===== config.mk =====
export PLATFORM = sky130hd
export DESIGN_NAME = ros2_pub_msg_sequencer
export DESIGN_NICKNAME = d
export VERILOG_FILES = /design/src/rtl/ros2_pub_msg_sequencer.sv
export SDC_FILE = /design/constraint.sdc
export NUM_CORES = 1
export LEC_CHECK = 0
export BUFFER_PORTS_ARGS = -buffer_cell sky130_fd_sc_hd__buf_2
export CELL_PAD_IN_SITES_DETAIL_PLACEMENT = 1
export CELL_PAD_IN_SITES_GLOBAL_PLACEMENT = 2
export CORE_AREA = 2 2 417 419
export DETAILED_ROUTE_END_ITERATION = 7
export DIE_AREA = 0 0 419 421
export MAX_ROUTING_LAYER = met4
export PLACE_DENSITY = 0.58
export SLEW_MARGIN = 20
export SYNTH_ARGS = -nofsm -noshare
export SYNTH_HDL_FRONTEND = slang
export SYNTH_SLANG_ARGS = --single-unit

===== constraint.sdc =====
create_clock -name clk_int -period 4.25 [get_ports clk_int]
set_input_delay 0.6375 -clock clk_int [delete_from_list [all_inputs] [get_ports clk_int]]
set_output_delay 0.6375 -clock clk_int [all_outputs]
set_load 0.05 [all_outputs]

===== src/rtl/ros2_pub_msg_sequencer.sv =====
// Builds "<prefix><DIGITS-digit BCD sequence>\0" into the ros2_ether app_data buffer,
// one req/grant/rel transaction per update so the core never sees a partial message.
module ros2_pub_msg_sequencer #(
    parameter int unsigned MAX_LEN       = 64,
    parameter int unsigned DIGITS        = 5,
    parameter int unsigned PERIOD        = 12500000,
    parameter int unsigned GRANT_TIMEOUT = 1024
) (
    input  logic                  clk_int,
    input  logic                  rst_n,
    input  logic                  en,
    input  logic                  trigger,
    input  logic [MAX_LEN*8-1:0]  prefix,
    input  logic [7:0]            prefix_len,
    output logic [MAX_LEN*8-1:0]  app_data,
    output logic [7:0]            app_data_len,
    output logic                  app_data_req,
    output logic                  app_data_rel,
    input  logic                  app_data_grant,
    output logic [DIGITS*4-1:0]   seq_count,
    output logic                  busy,
    output logic                  update_done,
    output logic                  err
);

    localparam int unsigned PCW      = $clog2(PERIOD + 1);
    localparam int unsigned TCW      = $clog2(GRANT_TIMEOUT + 1);
    localparam int unsigned PLEN_MAX = MAX_LEN - DIGITS - 1;

    localparam logic [1:0] S_IDLE  = 2'd0;
    localparam logic [1:0] S_REQ   = 2'd1;
    localparam logic [1:0] S_WRITE = 2'd2;
    localparam logic [1:0] S_REL   = 2'd3;

    logic [1:0]             r_state;
    logic [PCW-1:0]         r_period_cnt;
    logic [TCW-1:0]         r_to_cnt;
    logic [7:0]             r_idx;
    logic [7:0]             r_eplen;
    logic [7:0]             r_mlen;
    logic [MAX_LEN*8-1:0]   r_app_data;
    logic [7:0]             r_len;
    logic [DIGITS*4-1:0]    r_seq;
    logic                   r_req;
    logic                   r_rel;
    logic                   r_busy;
    logic                   r_done;
    logic                   r_err;

    logic [1:0]             w_state_nxt;
    logic                   w_start;
    logic                   w_timeout;
    logic                   w_abort;
    logic                   w_last;
    logic [7:0]             w_eplen;
    logic [7:0]             w_mlen;
    logic [7:0]             w_didx;
    logic [7:0]             w_pbyte;
    logic [3:0]             w_digit;
    logic [7:0]             w_byte;
    logic [DIGITS*4-1:0]    w_seq_inc;
    logic                   w_carry;

    assign w_eplen = (prefix_len > 8'(PLEN_MAX)) ? 8'(PLEN_MAX) : prefix_len;
    assign w_mlen  = w_eplen + 8'(DIGITS + 1);

    // State register
    always_ff @(posedge clk_int or negedge rst_n) begin
        if (!rst_n) r_state <= S_IDLE;
        else        r_state <= w_state_nxt;
    end

    // Next-state and transition qualifiers
    always_comb begin
        w_state_nxt = r_state;
        w_start     = 1'b0;
        w_timeout   = 1'b0;
        w_abort     = 1'b0;
        w_last      = 1'b0;
        case (r_state)
            S_IDLE: begin
                w_start = (trigger & en) | (r_period_cnt == PCW'(PERIOD - 1));
                if (w_start) w_state_nxt = S_REQ;
            end
            S_REQ: begin
                if (app_data_grant) begin
                    w_state_nxt = S_WRITE;
                end else if (r_to_cnt == TCW'(GRANT_TIMEOUT - 1)) begin
                    w_timeout   = 1'b1;
                    w_state_nxt = S_IDLE;
                end
            end
            S_WRITE: begin
                if (!app_data_grant) begin
                    w_abort     = 1'b1;
                    w_state_nxt = S_REL;
                end else if (r_idx == r_mlen - 8'd1) begin
                    w_last      = 1'b1;
                    w_state_nxt = S_REL;
                end
            end
            default: w_state_nxt = S_IDLE;
        endcase
    end

    // Message byte at r_idx: prefix, then ASCII digits MSD first, then NUL
    always_comb begin
        w_pbyte = 8'h00;
        w_digit = 4'h0;
        w_byte  = 8'h00;
        w_didx  = r_idx - r_eplen;
        for (int i = 0; i < MAX_LEN; i++) begin
            if (r_idx == 8'(i)) w_pbyte = prefix[i*8 +: 8];
        end
        for (int d = 0; d < DIGITS; d++) begin
            if (w_didx == 8'(d)) w_digit = r_seq[(DIGITS-1-d)*4 +: 4];
        end
        if (r_idx < r_eplen)                     w_byte = w_pbyte;
        else if (r_idx < r_eplen + 8'(DIGITS))   w_byte = 8'h30 + {4'h0, w_digit};
    end

    // BCD increment with all-9s wrapping to zero
    always_comb begin
        w_carry   = 1'b1;
        w_seq_inc = r_seq;
        for (int d = 0; d < DIGITS; d++) begin
            if (w_carry) begin
                if (r_seq[d*4 +: 4] == 4'd9) begin
                    w_seq_inc[d*4 +: 4] = 4'd0;
                end else begin
                    w_seq_inc[d*4 +: 4] = r_seq[d*4 +: 4] + 4'd1;
                    w_carry             = 1'b0;
                end
            end
        end
    end

    // Datapath, counters and registered outputs
    always_ff @(posedge clk_int or negedge rst_n) begin
        if (!rst_n) begin
            r_period_cnt <= '0;
            r_to_cnt     <= '0;
            r_idx        <= '0;
            r_eplen      <= '0;
            r_mlen       <= '0;
            r_app_data   <= '0;
            r_len        <= '0;
            r_seq        <= '0;
            r_req        <= 1'b0;
            r_rel        <= 1'b0;
            r_busy       <= 1'b0;
            r_done       <= 1'b0;
            r_err        <= 1'b0;
        end else begin
            if (r_state == S_IDLE && en && !w_start) r_period_cnt <= r_period_cnt + PCW'(1);
            else                                     r_period_cnt <= '0;

            if (r_state == S_REQ && w_state_nxt == S_REQ) r_to_cnt <= r_to_cnt + TCW'(1);
            else                                          r_to_cnt <= '0;

            if (w_start) begin
                r_eplen <= w_eplen;
                r_mlen  <= w_mlen;
            end

            if (r_state == S_WRITE) r_idx <= r_idx + 8'd1;
            else                    r_idx <= '0;

            for (int i = 0; i < MAX_LEN; i++) begin
                if (r_state == S_WRITE && app_data_grant && r_idx == 8'(i))
                    r_app_data[i*8 +: 8] <= w_byte;
            end

            if (w_last) begin
                r_len <= r_mlen;
                r_seq <= w_seq_inc;
            end

            r_req  <= (w_state_nxt == S_REQ) || (w_state_nxt == S_WRITE);
            r_rel  <= (w_state_nxt == S_REL);
            r_busy <= (w_state_nxt != S_IDLE);
            r_done <= w_last;
            r_err  <= w_timeout | w_abort;
        end
    end

    assign app_data     = r_app_data;
    assign app_data_len = r_len;
    assign app_data_req = r_req;
    assign app_data_rel = r_rel;
    assign seq_count    = r_seq;
    assign busy         = r_busy;
    assign update_done  = r_done;
    assign err          = r_err;

endmodule

Word level (Yosys, flattened, before mapping):

Index checks and enable logic that the tools add are counted.
Widths: inputs -> output; s select.

* register bits: 606
* output and inout port bits: 545
* logic and storage cells: 360
* input bits: 525

* reductions and logical operators: 78
* $add $sub $neg: 13
* bitwise logic cells: 3
* equality and inequality tests: 80
* $lt $le $gt $ge: 3
* multiplexer cells: 102

Operators with widths (number)
* $mux 8: 67
* $eq 8x6->1 const B: 32
* $eq 8x5->1 const B: 16
* $logic_and 1x1->1: 68
* $eq 8x4->1 const B: 8
* $eq 8x3->1 const B: 5
* $mux 4: 10
* $eq 8x2->1 const B: 4
* $add 24x1->24 const B: 1
* $eq 24x24->1 const B: 1
* $mux 24: 1
* $add 4x1->4 const B: 5
* $eq 4x4->1 const B: 5
* $add 8x3->8 const B: 2
* $eq 8x1->1 const B: 2
* $logic_not 8->1: 2
* $lt 8x8->1: 2
* $mux 1: 16
* $add 11x1->11 const B: 1
* $eq 11x10->1 const B: 1
* $mux 11: 1
* $mux 2: 5
* $add 8x1->8 const B: 1
* $eq 8x8->1: 1
* other kinds (15): 22

Longest topological paths before layout:

* word-level depth: 66
* gate-level depth with buffers: 19
* mapped depth without buffers: 12

Least setup slack after synthesis:

Ideal clock, no wire load.

* path type: register -> register
* start: reg r_idx[1]
* end: reg r_app_data[481] (netlist: app_data[481])
* buffers on the path: 5
* cell stages (with the launch flop): 15
* library setup time: 138 ps
* data required time: 4112 ps
* clock period less this slack: 3180 ps
* arrival time: 3042 ps
* slack: 1070 ps
* cell sequence: dfrtp_1 -> inv_1 -> ha_1 -> buf_4 -> buf_6 -> buf_6 -> buf_4 -> a32o_1 -> a2111oi_0 -> nor4b_1 -> nor4_2 -> o31ai_2 -> a21oi_4 -> buf_6 -> a31oi_1

* longest elaborated chain between the ends: 66
* elaborated cells between the ends (all ways): 145
* those cells by class: 2 x add/sub; 2 x order compare; 67 x eq/ne; 71 x mux; 3 x reduce/logical

Ends and longest elaborated chain
* from (decl): RTL line 38 `logic [7:0] r_idx;`
* from (signal assigned): RTL line 166 `if (r_state == S_WRITE) r_idx <= r_idx + 8'd1;`
* $logic_not 8->1: RTL line 113 `if (r_idx == 8'(i)) w_pbyte = prefix[i*8 +: 8];`
* $mux 8 (64 in series): RTL line 113
* $mux 8: RTL line 118 `if (r_idx < r_eplen) w_byte = w_pbyte;`
* to (signal, indexed assignment): RTL line 171 `r_app_data[i*8 +: 8] <= w_byte;`
* to (decl): RTL line 41 `logic [MAX_LEN*8-1:0] r_app_data;`

Several ways; a longest one is shown, not always the timed one.
A chain may end at the register's enable or synchronous reset.

Worst setup path in the final report:

* start: reg r_idx[1]
* end: reg r_app_data[56] (netlist: app_data[56])

The elaborated chain is that of the path after synthesis.

==> impl_metrics.env <==
export IMPL_drive_gt1_share_pct=35.0
export IMPL_fmax_ghz=0.241
export IMPL_drc=0
export IMPL_setup_viol=0
export IMPL_die_area_um2=176000
export IMPL_worst_slew_pin_slew_ns=1.08
export IMPL_arrival_ns=4.75
export IMPL_grtUsageMet2_pct=44.9
export IMPL_fin_cells=7158
export IMPL_synth_top_cell_by_area="dfrtp_1"
export IMPL_syn_avg_cell_area_um2=8.97
export IMPL_cts_buffers=76
export IMPL_drt_initial_drc_count=3129
export IMPL_timing_rr_start="r_idx[1]"
export IMPL_finalInstanceArea_um2=44300
export IMPL_hold_viol=0
export IMPL_final_max_slew_viol_count=0
export IMPL_finalNetCount=5284
export IMPL_grt_pass1_vias=35209
export IMPL_ys_top_cells_by_count="dfrtp_1 (605), nor2_1 (533), a21oi_1 (386)"
export IMPL_timing_final_crit_share_pct=97.6
export IMPL_gp_congestion=1.00
export IMPL_drtAntennaViolNets=0
export IMPL_cts_tree="built"
export IMPL_yosysWarnings=0
export IMPL_path_clk_slew_ns=0.06
export IMPL_die_h_um=421
export IMPL_synth_enable_flop_cells=0
export IMPL_hp_class="in -> async"
export IMPL_rows=153
export IMPL_vdd_drop_max_mv=0.364
export IMPL_fin_worst_skew_ns=0.0460
export IMPL_wl_um=250000
export IMPL_clk_latency_ns=0.70
export IMPL_area_delta_synth_final_pct=38.4
export IMPL_power_density_nw_per_um2=500
export IMPL_ys_seq_area_share_pct=47.3
export IMPL_r2r_cells=15
export IMPL_cts_buffer_depth=3
export IMPL_core_area_um2=172000
export IMPL_grt_use_met1_pct=35.3
export IMPL_htreeDepth=3
export IMPL_maxCapViolCount=0
export IMPL_syn_inst=3568
export IMPL_firstDrtPassIters=5
export IMPL_ys_ff_latch=605
export IMPL_synth_cell_type_count=107
export IMPL_reg2reg_to="app_data[56]"
export IMPL_routedWlPerCell_um=34.9
export IMPL_io_pins=1070
export IMPL_start_util_pct=18.6
export IMPL_crit_type="reg -> reg"
export IMPL_clock_sinks=605
export IMPL_hold_buffers=0
export IMPL_synth_nets=4122
export IMPL_max_slew_margin_pct=28.0
export IMPL_syn_cell_area_um2=32000
export IMPL_grt_max_degree=95
export IMPL_synth_top_cell_area_share_pct=47.3
export IMPL_p_leak_nw=21.4
export IMPL_fp_dieW_um=419
export IMPL_synth_async_sr_flop_share_pct=100
export IMPL_antenna_found_initial=84
export IMPL_finalPower_mw=22.2
export IMPL_ys_top_cells_by_area="dfrtp_1 (47%), nor2_1 (6.3%), a21oi_1 (6.0%)"
export IMPL_port_buffers=1069
export IMPL_fin_crit_ns=4.15
export IMPL_dp_hpwl_um=202000
export IMPL_overflow=0
export IMPL_placed_area_um2=41600
export IMPL_r2r_setup_slack_ns=0.10
export IMPL_grt_pass1_wl_um=330000
export IMPL_gr_usage_all_layers_pct=28.3
export IMPL_dr_total_vias=34988
export IMPL_yosysMostFrequentCell="dfrtp_1"
export IMPL_cp_end_kind="register"
export IMPL_crit_path_start_kind="register"
export IMPL_use_met3_pct=4.72
export IMPL_setup_tns_ns=0
export IMPL_path_max_fanout=23
export IMPL_top_usage_layer="met2"
export IMPL_holdWs_ns=0.0319
export IMPL_viasPerCell=4.89
export IMPL_ys_flop_type="dfrtp_1"
export IMPL_rsz0062_at_grt="no"
export IMPL_clockRootBuffer="clkbuf_16"
export IMPL_post_place_cells=6974
export IMPL_worstPathRequired_ns=4.85
export IMPL_status="finished, final reports clean"
[repair_timing]
action / 4_1_cts / 5_1_grt
cloned: 0 / 0
setup endpoints to repair: 231 / 176
gates resized for setup: 10 / 5
pin swaps: 1 / 0
buffers inserted: 0 / 3
[worst max path at each step]
| stage | startpoint | cells after the start | end | slack (ns) |
|---|---|---|---|---|
| after floorplan | r_idx[1] | 14 | app_data[481] | 1.07 |
| after global placement | r_idx[1] | 13 | app_data[353] | -0.56 |
| after detailed placement | r_idx[0] | 13 | app_data[430] | -0.20 |
| after CTS | r_idx[1] | 13 | app_data[497] | 0.04 |
| after global routing | r_idx[1] | 15 | app_data[56] | 0.04 |
| final | r_idx[1] | 15 | app_data[56] | 0.10 |
[critical path, stage by stage, from the launching register on]
cell and delay, ns:
dfrtp_1 0.46, inv_1 0.20, ha_4 0.34, buf_4 0.41, nand2_1 0.10, o21ai_1 0.62, o221ai_1 0.29, o31ai_1 0.15
buf_4 0.16, nand3_1 0.09, a2111oi_2 0.45, buf_4 0.20, nor3b_4 0.04, buf_12 0.17, buf_12 0.18, a21oi_1 0.16
[layout make-up]
cell class | count | area, um2
clock inverters | 18 | 249
fillers | 20423 | 128000
clock buffers | 114 | 2180
diodes | 49 | 123
repair buffers | 1391 | 8320
well taps | 2325 | 2910
inverters | 52 | 195
multi-input cells | 2604 | 15200
flip-flops and latches | 605 | 15100
[per-layer routing]
layer | vias up | wire length, um | part of all wire [%]
met1 | 18031 | 107000 | 43
li1 | 15156 | - | -
met5 | - | 0 | 0
met4 | 0 | 12500 | 5.0
met3 | 381 | 13600 | 5.4
met2 | 1420 | 117000 | 47
[kinds of logic after synthesis]
group	Yosys count	share of synthesized area, %
simple gates	1269	18.0
compound gates	1172	23.2
flops	605	47.3
buf+inv	359	6.00
mux	71	2.63
xor+xnor	63	1.72
fa+ha+maj	29	1.16
[through the flow]
stage	utilization (%)	setup WS, ns
after floorplan	-	1.07
after global placement	24.1	-0.561
after detailed placement	24.1	-0.203
after CTS	25.6	0.0368
after global routing	25.7	0.0352
final	25.7	0.100
[power breakdown]
part	switching [mW]	total (mW)	internal, mW
clock network	2.81	6.46	3.65
registers	0.186	6.16	5.97
logic	6.74	9.53	2.79
[registers in the layout, summed over array words and instances (netlist names)]
name	cells
busy	1
app_data_rel	1
app_data_req	1
update_done	1
r_mlen	7
app_data	512
app_data_len	8
seq_count	20
r_eplen	8
r_to_cnt	11
r_idx	8
r_period_cnt	24
err	1
r_state	2
[placed cells by master (no fill, tap or decap), types with 24 or more instances in the layout]
cell | netlist | routed
buf_2 | 83 | 1068
dfrtp_1 | 605 | 603
nor2_1 | 533 | 531
a21oi_1 | 386 | 386
nand2_1 | 373 | 373
buf_4 | 27 | 277
o21ai_0 | 189 | 188
a31oi_1 | 100 | 98
nand3_1 | 81 | 79
o21ai_1 | 75 | 76
clkbuf_16 | 0 | 76
mux2_2 | 65 | 65
diode_2 | 0 | 49
inv_1 | 49 | 49
o22ai_1 | 46 | 46
buf_12 | 0 | 43
nor2b_1 | 42 | 41
xnor2_1 | 40 | 40
nor3_1 | 35 | 35
nand2b_1 | 33 | 33
a211oi_1 | 35 | 33
a21oi_2 | 30 | 30
and3_1 | 29 | 27
o211ai_1 | 26 | 26
a22oi_1 | 25 | 25
ha_1 | 28 | 24
clkbuf_1 | 146 | 24
Power figures use the tool's default switching activity.
